$ cat src/rtl/exit_ctrl.sv
// Simulation exit controller: OBI register slave that drains, then requests harness exit.
// Optional watchdog enabled by defining EXIT_CTRL_WDOG_EN.
module exit_ctrl #(
   parameter int unsigned DRAIN_CYCLES   = 16,
   parameter logic [31:0] WDOG_EXIT_CODE = 32'hDEAD_0001
) (
   input  logic        clk_i,
   input  logic        rst_i,
   input  logic        req_i,
   input  logic        we_i,
   input  logic [3:0]  addr_i,
   input  logic [31:0] wdata_i,
   output logic        gnt_o,
   output logic        rvalid_o,
   output logic [31:0] rdata_o,
   output logic        exit_valid_o,
   output logic [31:0] exit_value_o
);

   typedef enum logic [1:0] {RUN, DRAIN, DONE} state_t;

   state_t      state_q, state_d;
   logic [31:0] exit_value_q;
   logic [31:0] cycle_cnt_q;
   logic [7:0]  drain_cnt_q;
   logic [31:0] wdog_rdata;
   logic [31:0] read_mux;
   logic [1:0]  word;
   logic        wr, rd, cfg_open, sw_exit, wdog_expire;
   logic        unused_bits;

   assign gnt_o    = req_i;
   assign word     = addr_i[3:2];
   assign wr       = req_i & we_i;
   assign rd       = req_i & ~we_i;
   assign cfg_open = (state_q == RUN);
   assign sw_exit  = cfg_open & wr & (word == 2'd1) & wdata_i[0];

`ifdef EXIT_CTRL_WDOG_EN
   logic [31:0] wdog_limit_q;
   logic [31:0] wdog_cnt_q;

   // Expiry is taken on the edge where the counter would reach the limit
   assign wdog_expire = cfg_open & (wdog_limit_q != 32'd0) & ((wdog_cnt_q + 32'd1) == wdog_limit_q);
   assign wdog_rdata  = wdog_limit_q;
   assign unused_bits = ^addr_i[1:0];

   always_ff @(posedge clk_i) begin
      if (rst_i) begin
         wdog_limit_q <= 32'd0;
         wdog_cnt_q   <= 32'd0;
      end else if (cfg_open && wr && word == 2'd2) begin
         wdog_limit_q <= wdata_i;
         wdog_cnt_q   <= 32'd0;
      end else if (cfg_open && wdog_limit_q != 32'd0) begin
         wdog_cnt_q   <= wdog_cnt_q + 32'd1;
      end
   end
`else
   assign wdog_expire = 1'b0;
   assign wdog_rdata  = 32'd0;
   assign unused_bits = ^{addr_i[1:0], WDOG_EXIT_CODE};
`endif

   always_comb begin
      read_mux = 32'd0;
      case (word)
         2'd0:    read_mux = exit_value_q;
         2'd2:    read_mux = wdog_rdata;
         2'd3:    read_mux = cycle_cnt_q;
         default: read_mux = 32'd0;
      endcase
   end

   always_comb begin
      state_d      = state_q;
      exit_valid_o = 1'b0;
      case (state_q)
         RUN:     if (sw_exit || wdog_expire) state_d = DRAIN;
         DRAIN:   if (drain_cnt_q == 8'd1) state_d = DONE;
         DONE:    exit_valid_o = 1'b1;
         default: state_d = RUN;
      endcase
   end

   always_ff @(posedge clk_i) begin
      if (rst_i) state_q <= RUN;
      else       state_q <= state_d;
   end

   always_ff @(posedge clk_i) begin
      if (rst_i) begin
         exit_value_q <= 32'd0;
         exit_value_o <= 32'd0;
         cycle_cnt_q  <= 32'd0;
         drain_cnt_q  <= 8'd0;
         rvalid_o     <= 1'b0;
         rdata_o      <= 32'd0;
      end else begin
         if (cycle_cnt_q != 32'hFFFF_FFFF) cycle_cnt_q <= cycle_cnt_q + 32'd1;
         rvalid_o <= req_i;
         rdata_o  <= rd ? read_mux : 32'd0;
         if (cfg_open && wr && word == 2'd0) exit_value_q <= wdata_i;
         // Software request has priority over a simultaneous watchdog expiry
         if (sw_exit)          exit_value_o <= exit_value_q;
         else if (wdog_expire) exit_value_o <= WDOG_EXIT_CODE;
         if (state_q == RUN)        drain_cnt_q <= 8'(DRAIN_CYCLES);
         else if (state_q == DRAIN) drain_cnt_q <= drain_cnt_q - 8'd1;
      end
   end

endmodule

$ cat config.mk
export PLATFORM = sky130hd
export DESIGN_NAME = exit_ctrl
export DESIGN_NICKNAME = d
export VERILOG_FILES = /design/src/rtl/exit_ctrl.sv
export SDC_FILE = /design/constraint.sdc
export NUM_CORES = 1
export LEC_CHECK = 0
export CAP_MARGIN = 20
export CELL_PAD_IN_SITES_DETAIL_PLACEMENT = 0
export CELL_PAD_IN_SITES_GLOBAL_PLACEMENT = 1
export CORE_AREA = 2 2 120 122
export CTS_CLUSTER_SIZE = 20
export DETAILED_ROUTE_END_ITERATION = 12
export DIE_AREA = 0 0 122 124
export PLACE_DENSITY = 0.9
export SYNTH_ARGS = -nofsm -noshare
export SYNTH_HDL_FRONTEND = slang
export SYNTH_SLANG_ARGS = --single-unit
$ cat constraint.sdc
create_clock -name clk_i -period 2.9 [get_ports clk_i]
set_input_delay 0.58 -clock clk_i [delete_from_list [all_inputs] [get_ports clk_i]]
set_output_delay 0.58 -clock clk_i [all_outputs]
set_load 0.01 [all_outputs]
==> Yosys cells after proc, flatten, opt, wreduce, memory -nomap -nowiden <==
Cells that the tools add are included.
W data, S select, Z words.
{ "totals": {"latchBits": 0, "input_bits": 40, "ramBits": 0, "reg_bits": 139, "memories": 0, "wordCells": 41, "rom_bits": 0, "output_inout_bits": 67} }
{ "op_classes": {"div": 0, "addsub": 2, "order_cmp": 0, "multipliers": 0, "reduce_logical": 8, "n_mux": 7, "shifts": 0, "bitwise": 8, "eq_ne": 8} }
{ "op_table": {"columns": ["op", "n"], "rows": [
  ["$pmux W32 S2", 1],
  ["$add A32 B1 Y32 const B", 1],
  ["$ne A32 B32 Y1 const B", 1],
  ["$mux W5", 2],
  ["$eq A8 B1 Y1 const B", 1],
  ["$sub A8 B1 Y8 const B", 1],
  ["$pmux W2 S3", 1],
  ["$and A1 B1 Y1", 5],
  ["$eq A2 B1 Y1 const B", 2],
  ["$eq A2 B2 Y1 const B", 2],
  ["$logic_not A2 Y1", 2],
  ["$mux W2", 2],
  ["$reduce_or A2 Y1", 2],
  ["$not A1 Y1", 3],
  ["$reduce_and A3 Y1", 1],
  ["$logic_and A1 B1 Y1", 2],
  ["$ne A2 B1 Y1 const B", 1],
  ["$ne A2 B2 Y1 const B", 1],
  ["$reduce_bool A2 Y1", 1],
  ["$mux W1", 1]
]} }

==> Longest topological paths before layout <==
{ "depth": {"ltp_word": 6, "mapped_depth": 8, "depth_no_buf": 7} }

==> Worst setup path before layout <==
Ideal clock, no wire load.
{ "synth_timing": {"path_kind": "reg2reg", "startpoint": "reg cycle_cnt_q[25]", "endpoint": "reg cycle_cnt_q[31]", "path_stages_with_launch": 9, "setup_time_ns": 0.121, "period_less_slack_ns": 1.759, "required_time_ns": 2.779, "path_slack_ns": 1.141, "path_buffers": 3, "t_arrival_ns": 1.638, "path_cell_list": "dfxtp_1 and4_1 clkbuf_1 and4_1 buf_4 buf_6 nand2_1 nand2_1 mux2_2"} }
{ "synth_via": {"elab_chain_cells": 1, "elab_cells_between_ends": 2, "cone_classes": "add/sub (1); eq/ne (1)"} }
{ "synth_rtl": {"columns": ["element", "line_no", "rtl"], "rows": [
  ["start, declared", "24", "logic [31:0] cycle_cnt_q;"],
  ["start signal, assigned", "100", "if (cycle_cnt_q != 32'hFFFF_FFFF) cycle_cnt_q <= cycle_cnt_q + 32'd1;"],
  ["$add A32 B1 Y32 / $ne A32 B32 Y1 (equally long branches)", "100", null]
]} }
Several ways; a longest one is shown, not always the timed one.
A chain may end at the register's enable or synchronous reset.

==> Worst setup path after layout <==
{ "layout_timing": {"startpoint": "reg state_q[1]", "endpoint": "out exit_valid_o"} }
{ "layout_via": {"elab_chain_cells": 2} }
{ "layout_rtl": {"columns": ["element", "line_no", "rtl"], "rows": [
  ["start, declared", "22", "state_t state_q, state_d;"],
  ["start signal, assigned", "88", "else state_q <= state_d;"],
  ["$eq A2 B2 Y1", "78", "case (state_q)"],
  ["$mux W1", "78", null],
  ["end, declared", "16", "output logic exit_valid_o,"]
]} }
Every way passes these cells.

==> impl_metrics.sql <==
INSERT INTO impl_metrics (metric_group, metric, value, unit) VALUES
('drt', 'total_number_of_vias', '4836', ''),
('min_path', 'hold_path_class', 'reg2reg', ''),
('setup_path', 'setup.worst_path.start_class', 'register', ''),
('timing', 'post-route-period-util', '79.9', '%'),
('synth', 'synth.distinct_cells', '39', ''),
('place', 'placedInstanceArea', '6700', 'µm²'),
('synth', 'syn-cell-area', '5540', 'µm²'),
('synth', 'synthesis.instances', '652', ''),
('drt', 'met1Wirelength', '6.53', 'mm'),
('pwr', 'swShare', '20.9', '%'),
('pwr', 'combinational_group_share_of_total_power', '3.9', '%'),
('layout', 'nets', '787', ''),
('clock_tree', 'cts_tree', 'built', ''),
('timing', 'fmax', '432', 'MHz'),
('timing', 'finClkSkew', '8.66', 'ps'),
('synth', 'yosysSeqAreaShare', '50.3', '%'),
('place', 'port-buffer-count', '104', ''),
('setup_path', 'cpMaxStageDelayCell', 'clkdlybuf4s50_1', ''),
('timing', 'timing.final.ws_setup', '583', 'ps'),
('global_route', 'number_of_global_route_vias_before_repair', '4660', ''),
('synth', 'avgSynthCellArea', '8.49', 'µm²'),
('synth', 'synth-edff-count', '0', ''),
('layout', 'most_common_library_cell_in_the_layout_ignoring_fill_and_taps', 'nand2_1', ''),
('drt', 'violation_count_after_the_first_detailed_routing_iteration', '279', ''),
('setup_path', 'path_max_fanout', '9', ''),
('global_route', 'grt_max_degree', '45', ''),
('drt', 'wl_met3', '815', 'µm'),
('layout', 'stdcell_area', '7350', 'µm²'),
('clock_tree', 'worst_skew_pair.late_latency', '430', 'ps'),
('pwr', 'cell_internal_pwr', '3480', 'µW'),
('synth', 'yosys_warnings', '0', ''),
('clock_tree', 'cts_num_sinks', '139', ''),
('layout', 'num-fill-cells', '1231', ''),
('clock_tree', 'cts_htree_levels', '4', ''),
('timing', 'grt_setup_unrepaired', 'false', ''),
('drt', 'detailroute.wirelength.met2', '6.90', 'mm'),
('global_route', 'grt.overflow.total', '0', ''),
('place', 'dp_cells', '901', ''),
('drt', 'top_signal_layer_used', 'met4', ''),
('flow_run', 'timing.max_cap.violations', '0', ''),
('setup_path', 'cp_slowest_stage_delay', '570', 'ps'),
('drt', 'detail-route-antenna-nets', '0', ''),
('timing', 'setup_viol_count_final', '0', ''),
('layout', 'antenna-diode-count', '0', ''),
('clock_tree', 'cts_setup_buffers', '0', ''),
('global_route', 'antenna_found_initial', '0', ''),
('floorplanning', 'die-width', '122', 'µm'),
('clock_tree', 'ctsLongestPathBuffers', '2', ''),
('timing', 'fin_setup_tns', '0', 'ps'),
('timing', 'fin_crit', '2320', 'ps'),
('drt', 'wire_per_inst', '15.5', 'µm'),
('timing', 'timing.hold.ws', '451', 'ps'),
('layout', 'drive_gt1_share', '7.96', '%'),
('setup_path', 'worstSetupEndpointType', 'output port', ''),
('clock_tree', 'cts-hold-fix-buffers', '0', ''),
('setup_path', 'worst-endpoint-arrival', '1740', 'ps'),
('clock_tree', 'clock_tree.root_cell', 'clkbuf_16', ''),
('floorplanning', 'initial_utilization', '40.4', '%'),
('synth', 'synth-async-reset-ratio', '0', '%'),
('layout', 'flow.area_growth_from_synthesis', '32.7', '%'),
('pwr', 'p_per_area', '599', 'nW/µm²'),
('synth', 'synth_top_flop_cell', 'dfxtp_1', ''),
('timing', 'final-max-slew-violation-count', '0', ''),
('synth', 'syn_nets', '698', ''),
('run_status', 'outcome', 'complete, no violations', ''),
('drt', 'post-route-drc-count', '0', ''),
('synth', 'postSynthRegisterBits', '139', ''),
('drt', 'dr.pass1.iters', '5', ''),
('floorplanning', 'ioPinCount', '107', ''),
('place', 'gpl.final_weighted_congestion', '0.826', ''),
('timing', 'slew_headroom', '64.3', '%');
registers in the layout, indices dropped and copies added, names as in the netlist:
| signal | cells |
|---|---|
| exit_value_o | 32 |
| rvalid_o | 1 |
| exit_value_q | 32 |
| state_q | 2 |
| rdata_o | 32 |
| cycle_cnt_q | 32 |
| drain_cnt_q | 8 |
power by group through the flow:
stage / combinational (µW) / sequential [µW] / clock [µW]
final: 173 / 1950 / 2280
after global placement: 166 / 1990 / 0
after global routing: 189 / 1950 / 2400
after floorplan: 83.9 / 1980 / 0
after detailed placement: 169 / 1990 / 0
after CTS: 170 / 1950 / 2310
Yosys cell counts, types with 2 or more instances:
| library cell | number | area share (%) |
|---|---|---|
| a2111oi_4 | 2 | 0.99 |
| a211oi_2 | 6 | 1.4 |
| a21oi_1 | 82 | 7.4 |
| a22oi_1 | 33 | 4.5 |
| and2_1 | 4 | 0.45 |
| and3_1 | 6 | 0.68 |
| and4_1 | 11 | 1.7 |
| buf_2 | 10 | 0.90 |
| buf_4 | 4 | 0.54 |
| clkbuf_1 | 32 | 2.2 |
| dfxtp_1 | 139 | 50 |
| ha_1 | 6 | 1.4 |
| inv_1 | 8 | 0.54 |
| mux2_2 | 3 | 0.61 |
| nand2_1 | 144 | 9.8 |
| nand2b_1 | 4 | 0.45 |
| nand3_1 | 11 | 0.99 |
| nand4_1 | 10 | 1.1 |
| nor2_1 | 76 | 5.2 |
| nor2b_1 | 6 | 0.68 |
| nor3_1 | 5 | 0.45 |
| o21ai_0 | 6 | 0.54 |
| or3_1 | 2 | 0.23 |
| xnor2_1 | 24 | 3.8 |
| xor2_1 | 4 | 0.63 |
logic make-up after synthesis:
logic type / count (synthesis) / synth area share (%)
AOI/OAI and AO/OA: 133 / 15.3
muxes: 4 / 0.791
and+or+nand+nor: 286 / 23.2
xor gates and xnor gates: 28 / 4.43
buffers and inverters: 56 / 4.63
DFF: 139 / 50.3
adders and majority gates: 6 / 1.36
stage by stage:
step	total power [µW]	utilization, %
finish	4400	53.6
global route	4540	53.6
CTS	4430	53.4
detailed placement	2160	48.8
global placement	2150	48.8
floorplan	2060	-
layout make-up:
type / instances / area [µm²] / share of cell area (%)
Inverter: 8 / 30.0 / 0.409
Clock inverter: 12 / 170 / 2.32
Timing Repair Buffer: 118 / 1190 / 16.1
Clock buffer: 20 / 457 / 6.21
Tap cell: 180 / 225 / 3.06
Sequential cell: 139 / 2780 / 37.9
Multi-Input combinational cell: 457 / 2500 / 34.0
critical path: cells and delay by family (launching register included):
family,cells,cell delay [ps]
DFF,1,470
and+or+nand+nor,1,180
buffers and inverters,2,660
path summary, 6_finish.rpt:
| check | from | endpoint | slack, ps | cells after the start |
|---|---|---|---|---|
| worst max-delay path | state_q[1]$_SDFFE_PP0P_ | exit_valid_o | 580 | 3 |
| worst min-delay path | exit_value_o[6]$_SDFFE_PP0P_ | exit_value_o[6]$_SDFFE_PP0P_ | 450 | 2 |
| worst max register to register | cycle_cnt_q[17]$_SDFFE_PP0P_ | cycle_cnt_q[15]$_SDFFE_PP0P_ | 740 | 5 |
| worst min register to register | exit_value_o[6]$_SDFFE_PP0P_ | exit_value_o[6]$_SDFFE_PP0P_ | 450 | 2 |
per-layer routing:
layer	vias to the layer above	GRT usage, %
li1	2375	-
met2	131	32.1
met3	21	5.40
met1	2309	25.5
met4	0	7.47
met5	-	0
Power figures use the tool's default switching activity.
